## config.mk

```make
export PLATFORM = sky130hd
export DESIGN_NAME = fme_refine_ctrl
export DESIGN_NICKNAME = d
export VERILOG_FILES = /design/src/rtl/fme_refine_ctrl.sv
export SDC_FILE = /design/constraint.sdc
export NUM_CORES = 1
export LEC_CHECK = 0
export ABC_CLOCK_PERIOD_IN_PS = 5200
export CORE_UTILIZATION = 50
export DETAILED_ROUTE_END_ITERATION = 10
export PLACE_DENSITY = 0.86
export SKIP_CTS_REPAIR_TIMING = 1
export SYNTH_ARGS = -nofsm -noshare
export SYNTH_HDL_FRONTEND = slang
export SYNTH_SLANG_ARGS = --single-unit
```

## constraint.sdc

```tcl
create_clock -name clk -period 5.2 [get_ports clk]
set_input_delay 0.78 -clock clk [delete_from_list [all_inputs] [get_ports clk]]
set_output_delay 0.78 -clock clk [all_outputs]
set_load 0.005 [all_outputs]
```

## src/rtl/fme_refine_ctrl.sv

```systemverilog
// Fractional motion-estimation sequencer: a half-pel pass of 9 candidates, then a
// quarter-pel pass around the half-pel winner, tracking the minimum-cost vector.
module fme_refine_ctrl #(
  parameter int MVW = 12
) (
  input  logic              clk,
  input  logic              rst_n,
  input  logic              start,
  input  logic [MVW-3:0]    int_mv_x,
  input  logic [MVW-3:0]    int_mv_y,
  output logic              cand_valid,
  input  logic              cand_ready,
  output logic [MVW-1:0]    cand_mv_x,
  output logic [MVW-1:0]    cand_mv_y,
  input  logic              cost_valid,
  input  logic [15:0]       cost,
  output logic              busy,
  output logic              done,
  output logic [MVW-1:0]    best_mv_x,
  output logic [MVW-1:0]    best_mv_y,
  output logic [15:0]       best_cost
);

  typedef enum logic [1:0] {IDLE, HALF, QTR, DONE} state_t;

  typedef struct packed {
    logic [MVW-1:0] x;
    logic [MVW-1:0] y;
  } mv_t;

  localparam logic [3:0] NCAND = 4'd9;

  // Candidate k of the 3x3 ring around c; index 8 (and anything beyond) is the centre.
  function automatic mv_t cand_at(input mv_t c, input logic half, input logic [3:0] k);
    logic signed [2:0]     dx;
    logic signed [2:0]     dy;
    logic signed [MVW-1:0] ox;
    logic signed [MVW-1:0] oy;
    mv_t                   r;
    dx = 3'sd0;
    dy = 3'sd0;
    case (k)
      4'd0: begin dx = -3'sd1; dy = -3'sd1; end
      4'd1: dy = -3'sd1;
      4'd2: begin dx = 3'sd1;  dy = -3'sd1; end
      4'd3: dx = -3'sd1;
      4'd4: dx = 3'sd1;
      4'd5: begin dx = -3'sd1; dy = 3'sd1; end
      4'd6: dy = 3'sd1;
      4'd7: begin dx = 3'sd1;  dy = 3'sd1; end
      default: ;
    endcase
    if (half) begin
      dx = dx <<< 1;
      dy = dy <<< 1;
    end
    ox  = MVW'(dx);
    oy  = MVW'(dy);
    r.x = c.x + ox;
    r.y = c.y + oy;
    return r;
  endfunction

  state_t      state_q, state_d;
  mv_t         centre_q, centre_d;
  logic [3:0]  issue_cnt_q, issue_cnt_d;
  logic [3:0]  recv_cnt_q, recv_cnt_d;
  logic [15:0] min_cost_q, min_cost_d;
  mv_t         min_mv_q, min_mv_d;
  logic        cand_valid_q, cand_valid_d;
  mv_t         cand_mv_q, cand_mv_d;
  logic        busy_q, busy_d;
  logic        done_q, done_d;
  mv_t         best_mv_q, best_mv_d;
  logic [15:0] best_cost_q, best_cost_d;

  logic        in_pass;
  logic        handshake;
  logic        take;
  logic        win;
  mv_t         rx_mv;
  mv_t         win_mv;
  logic [15:0] win_cost;

  // NOTE: every variable gets a default at the top of the block, so no path can infer a latch.
  always_comb begin
    state_d     = state_q;
    centre_d    = centre_q;
    issue_cnt_d = issue_cnt_q;
    recv_cnt_d  = recv_cnt_q;
    min_cost_d  = min_cost_q;
    min_mv_d    = min_mv_q;
    best_mv_d   = best_mv_q;
    best_cost_d = best_cost_q;

    in_pass   = (state_q == HALF) || (state_q == QTR);
    handshake = in_pass && cand_valid_q && cand_ready;
    // A cost only counts against a candidate that was handed over on an earlier edge.
    take      = in_pass && cost_valid && (recv_cnt_q < NCAND) && (recv_cnt_q < issue_cnt_q);
    rx_mv     = cand_at(centre_q, state_q == HALF, recv_cnt_q);
    win       = take && ((recv_cnt_q == 4'd0) || (cost < min_cost_q));
    win_mv    = win ? rx_mv : min_mv_q;
    win_cost  = win ? cost  : min_cost_q;

    case (state_q)
      IDLE: begin
        if (start) begin
          centre_d.x  = {int_mv_x, 2'b00};
          centre_d.y  = {int_mv_y, 2'b00};
          issue_cnt_d = '0;
          recv_cnt_d  = '0;
          state_d     = HALF;
        end
      end
      HALF, QTR: begin
        if (handshake) issue_cnt_d = issue_cnt_q + 4'd1;
        if (take) begin
          min_cost_d = win_cost;
          min_mv_d   = win_mv;
          recv_cnt_d = recv_cnt_q + 4'd1;
          if (recv_cnt_q == NCAND - 4'd1) begin
            issue_cnt_d = '0;
            recv_cnt_d  = '0;
            if (state_q == HALF) begin
              centre_d = win_mv;
              state_d  = QTR;
            end else begin
              best_mv_d   = win_mv;
              best_cost_d = win_cost;
              state_d     = DONE;
            end
          end
        end
      end
      DONE:    state_d = IDLE;
      default: state_d = IDLE;
    endcase

    // Outputs are registered from next-state values so they line up with the state they describe.
    cand_valid_d = ((state_d == HALF) || (state_d == QTR)) && (issue_cnt_d < NCAND);
    cand_mv_d    = cand_at(centre_d, state_d == HALF, issue_cnt_d);
    busy_d       = (state_d != IDLE);
    done_d       = (state_d == DONE);
  end

  // NOTE: sequential state uses non-blocking assignments so all flops update from pre-edge values.
  always_ff @(posedge clk or negedge rst_n) begin
    if (!rst_n) begin
      state_q      <= IDLE;
      centre_q     <= '0;
      issue_cnt_q  <= '0;
      recv_cnt_q   <= '0;
      min_cost_q   <= '0;
      min_mv_q     <= '0;
      cand_valid_q <= 1'b0;
      cand_mv_q    <= '0;
      busy_q       <= 1'b0;
      done_q       <= 1'b0;
      best_mv_q    <= '0;
      best_cost_q  <= '0;
    end else begin
      state_q      <= state_d;
      centre_q     <= centre_d;
      issue_cnt_q  <= issue_cnt_d;
      recv_cnt_q   <= recv_cnt_d;
      min_cost_q   <= min_cost_d;
      min_mv_q     <= min_mv_d;
      cand_valid_q <= cand_valid_d;
      cand_mv_q    <= cand_mv_d;
      busy_q       <= busy_d;
      done_q       <= done_d;
      best_mv_q    <= best_mv_d;
      best_cost_q  <= best_cost_d;
    end
  end

  assign cand_valid = cand_valid_q;
  assign cand_mv_x  = cand_mv_q.x;
  assign cand_mv_y  = cand_mv_q.y;
  assign busy       = busy_q;
  assign done       = done_q;
  assign best_mv_x  = best_mv_q.x;
  assign best_mv_y  = best_mv_q.y;
  assign best_cost  = best_cost_q;

endmodule

```

# Word-level counts from Yosys, hierarchy flattened
# Index checks and enable logic that the tools add are counted.
dict set report op_classes {
  n_addsub 6
  order_cmp 4
  n_eq_ne 23
  n_mux 29
  bitwise 1
  n_reduce_logical 27
}
# op count
set op_table {}
lappend op_table {{two-way mux 24 bit} 5}
lappend op_table {{adder 12 bit} 4}
lappend op_table {{case mux 24 bit (2 select lines)} 1}
lappend op_table {{== test 4 x 3 -> 1 bit, second input constant} 8}
lappend op_table {{two-way mux 4 bit} 7}
lappend op_table {{case mux 3 bit (2 select lines)} 4}
lappend op_table {{OR reduction 3 bit} 8}
lappend op_table {{== test 4 x 2 -> 1 bit, second input constant} 4}
lappend op_table {{< comparator 16 bit} 1}
lappend op_table {{two-way mux 16 bit} 1}
lappend op_table {{case mux 4 bit (2 select lines)} 2}
lappend op_table {{two-way mux 3 bit} 4}
lappend op_table {{adder 4 x 1 -> 4 bit, second input constant} 2}
lappend op_table {{== test 2 bit, second input constant} 4}
lappend op_table {{== test 4 x 1 -> 1 bit, second input constant} 2}
lappend op_table {{logical NOT 4 bit} 2}
lappend op_table {{< comparator 4 bit, second input constant} 2}
lappend op_table {{logical AND 1 bit} 7}
lappend op_table {{two-way mux 2 bit} 3}
lappend op_table {{case mux 2 bit (3 select lines)} 1}
lappend op_table {{== test 2 x 1 -> 1 bit, second input constant} 2}
lappend op_table {{== test 4 bit, second input constant} 1}
lappend op_table {{< comparator 4 bit} 1}
lappend op_table {{inequality test 2 bit, second input constant} 2}
lappend op_table {{other kinds (9)} 12}
dict set report word_totals {
  regBits 141
}

# Depth between registers and ports, before layout
dict set report depth {
  word_depth 13
  ltp_mapped 24
  mapped_depth_nobuf 24
}

# Worst setup path after synthesis
# Ideal clock, no wire load.
dict set report synth_timing {
  kind {input-to-reg}
  startpoint {input port cost[1]}
  endpoint {register cand_mv_q, in the netlist cand_mv_x[11]}
  setup_time_ps 130
  arrival_ps 4893
  required_ps 5070
  setup_slack_ps 177
  stages 21
  path_buffers 2
  cell_sequence {ha_1 > a21o_1 > a211o_1 > a21oi_1 > o21ai_0 > a21oi_1 > clkbuf_1 > clkbuf_1 > nand2_1 > o21ai_0 > o21ai_0 > ha_1 > a211oi_1 > nor2_1 > nor4_1 > o311ai_0 > a21o_1 > a21oi_1 > nor3_1 > a221o_1 > xnor2_1}
}
# item line_no
set synth_lines {}
lappend synth_lines {{start: declaration} 16} ;# input logic [15:0] cost,
lappend synth_lines {{end signal: assignment} 169} ;# cand_mv_q <= cand_mv_d;
lappend synth_lines {{end: declaration} 71} ;# mv_t cand_mv_q, cand_mv_d;

==> metrics.csv <==
stage,metric,value,unit
global_route,antenna_found_initial,0,
floorplan,core_area,15400,um2
power_and_ir_drop,p_leak,4.91,nW
power_and_ir_drop,p_sw,3.19,mW
final_layout,multi_input_area,4120,um2
power_and_ir_drop,p_clk_frac,0.157,
final_layout,drive_gt1_frac,0.172,
drt,ant_nets,0,
drt,met1_length,8270,um
power_and_ir_drop,p_int,4.71,mW
place,dp_hpwl,13900,um
cts,path_clk_slew,0.06,ns
logic_synthesis,yosysTopAreaCellShare,0.444,
logic_synthesis,synth.most_common_cell,dfrtp_1,
floorplan,fp.dieArea,16400,um2
drt,via_per_inst,5.51,
global_route,grt.overflow.total,0,
logic_synthesis,syn_inst,807,
worst_setup_path,critical_path.most_common_cell,buf_4,
drt,first_iter_violations,407,
timing,worstMarginPinSlew,0.947,ns
worst_setup_path,critical_path.startpoint_type,register,
drt,wl,19700,um
flow_run,cap_violations,0,
place,placed_cell_area,9850,um2
final_layout,seq_area,3530,um2
logic_synthesis,synth_seq_cells,141,
timing,finalCritPeriodShare,0.957,
cts,clock_latency,0.43,ns
worst_setup_path,cp.required,5.50,ns
power_and_ir_drop,cellPowerDensity,747,nW/um2
drt,top_layer,met4,
timing,slew_headroom,0.369,
global_route,grt_max_degree,102,
logic_synthesis,synth_warnings,0,
power_and_ir_drop,seq_power_share,0.212,
drt,wl_met3,1070,um
cts,numClockSinks,141,
timing,setup_viol,0,
logic_synthesis,synth_common_cells,"141 x dfrtp_1, 102 x o21ai_0, 81 x inv_1, 74 x ha_1, 73 x nand2_1",
logic_synthesis,ys_seq_area_frac,0.444,
logic_synthesis,async_reset_ff_frac,1.00,
timing,finalHoldViolations,0,
global_route,grt_usage,0.250,
global_route,grt_pass1_wl,32300,um
floorplan,placementRows,45,
timing,setup_ws,0.223,ns
timing,whs,0.462,ns
timing,slew_violations,0,
final_layout,fill_cells,1077,
status,run_status,finished clean,
floorplan,die-height,128,um
final_layout,final_area,10600,um2
final_layout,syn_to_final_growth,33.0,%
timing,tns,0,ns
power_and_ir_drop,power,7.90,mW
drt,route.met2.wl,9680,um
place,detailedPlace.worstSlack,-0.529,ns
logic_synthesis,avgSynthCellArea,9.85,um2
global_route,grt_pass1_vias,6840,
worst_setup_path,path_class,register to register,
worst_setup_path,max_stage_delay,0.45,ns
timing,clock_skew,0.00921,ns
drt,drc,0,
logic_synthesis,synth-edff-count,0,
cts,cts_max_path_buffers,2,
cts,cts_tree,yes,
cts,h-tree-depth,4,
logic_synthesis,synth.area.top_cells,"dfrtp_1 44%, ha_1 12%, o21ai_0 6.4%",
final_layout,n_antenna_cell,0,
floorplan,ioPinCount,108,
timing,fmax,201,MHz
cts,numCtsBuffers,17,
floorplan,die_x,128,um
drt,drt_pass1_iterations,6,
logic_synthesis,syn_area,7950,um2
worst_setup_path,critPathBufInv,4,
worst_setup_path,end_kind,register,
final_layout,fin_nets,1118,
floorplan,start_util,0.517,
logic_synthesis,syn-num-nets,926,
logic_synthesis,synth_top_area_cell,dfrtp_1,
power_and_ir_drop,p_sw_frac,0.404,
logic_synthesis,synth-main-ff-cell,dfrtp_1,
worst_setup_path,crit_fanout,8,
worst_setup_path,worstPathCellList,inv_1 -> ha_1 -> buf_4 -> nand2b_2 -> or4_4 -> a21oi_4 -> o31ai_2 -> buf_4 -> a22oi_4 -> buf_4 -> xnor2_1 -> a21oi_1 -> nor2_2 -> ha_1 -> o21ai_0 -> nor2_1 -> nor4_2 -> o311ai_1 -> a21o_1 -> a21oi_2 -> nor3_1 -> a221o_1 -> xnor2_1,
place,routabilityCongestion,0.881,
logic_synthesis,synth_cell_types,64,
timing,layout_min_cycle_time,4.98,ns
place,port_buffers,107,
drt,via_count,6740,
worst_setup_path,cp_slowest_cell,dfrtp_2,
worst_setup_path,arrival,5.28,ns
power_and_ir_drop,peakVddDrop,642,uV
hold_path,hp-class,input port to async pin,
worst_setup_path,critPathTopFamily,compound AO/OA/AOI/OAI gates,
cts,cts-root-buf,clkbuf_16,
drt,wire_per_inst,16.1,um
power_and_ir_drop,power_frac_comb,0.632,
[sequential cells by signal (all words and copies together) (netlist names)]
signal,count
done,1
recv_cnt_q,4
issue_cnt_q,4
min_cost_q,16
cand_valid,1
min_mv_q,24
best_cost,16
best_mv_x,12
cand_mv_y,12
state_q,2
busy,1
cand_mv_x,12
best_mv_y,12
centre_q,24
[layout by cell type, fill, tap and decap left out, types with 4 or more instances in the layout]
master / n
xor2_1: 7
buf_4: 88
a31oi_1: 4
and2_1: 5
a21oi_1: 27
a21o_1: 14
nand3b_1: 5
nand3_1: 8
mux2_2: 17
nand2b_1: 5
mux2i_1: 26
o21a_1: 8
a211oi_1: 5
fa_1: 4
or3_1: 4
ha_1: 71
a22oi_1: 20
nand2_1: 73
nor2_1: 36
dfrtp_1: 139
clkinv_2: 4
o21bai_1: 4
inv_1: 81
xnor2_1: 31
o21ai_0: 99
nor2b_1: 6
clkdlybuf4s50_1: 106
nor3_1: 12
nand4_1: 4
clkbuf_16: 17
[final cells by class]
| class | instances | share of cell area |
|---|---|---|
| clock buffers | 18 | 0.0406 |
| clock inverters | 14 | 0.0159 |
| inverters | 83 | 0.0295 |
| multi-input cells | 560 | 0.390 |
| flip-flops and latches | 141 | 0.334 |
| well taps | 211 | 0.0250 |
| repair buffers | 196 | 0.166 |
[power by group through the flow]
stage,Sequential (mW),Clock (mW),Combinational [mW]
CTS,1.67,1.26,4.82
global placement,1.68,0,4.58
finish,1.67,1.24,4.99
detailed placement,1.69,0,4.74
floorplan,1.65,0,3.06
global route,1.70,1.29,5.54
[per-layer routing]
| layer | GRT usage | up-vias |
|---|---|---|
| met5 | 0 | - |
| met4 | 0.118 | 0 |
| met3 | 0.0501 | 47 |
| met2 | 0.426 | 226 |
| met1 | 0.305 | 3260 |
| li1 | - | 3207 |
[per-stage QoR]
stage | util | std cells
after floorplan | - | 807
after global placement | 0.641 | 1186
after detailed placement | 0.641 | 1186
after CTS | 0.680 | 1218
after global routing | 0.688 | 1223
final | 0.688 | 1223
[worst paths after layout]
kind,from,to,slack [ns],depth (start not counted)
min,rst_n,best_cost[9],0.46,1
min in group clk,best_mv_y[0],best_mv_y[0],0.48,2
min reg2reg,best_mv_y[0],best_mv_y[0],0.48,2
max reg2reg,recv_cnt_q[0],cand_mv_x[11],0.22,23
max,recv_cnt_q[0],cand_mv_x[11],0.22,23
max in group asynchronous,rst_n,best_mv_x[0],3.60,2
[cell families (layout without fill, tap and decap cells)]
logic type                 Yosys count  in the layout  synth area share
muxes                               44             44            0.0585
buffers and inverters              106            311            0.0508
adders and majority gates           78             78             0.126
AOI/OAI and AO/OA                  219            219             0.169
and+or+nand+nor                    181            181             0.110
DFF                                141            141             0.444
xor gates and xnor gates            38             38            0.0419
No activity file was read; power rests on OpenSTA's default activity.
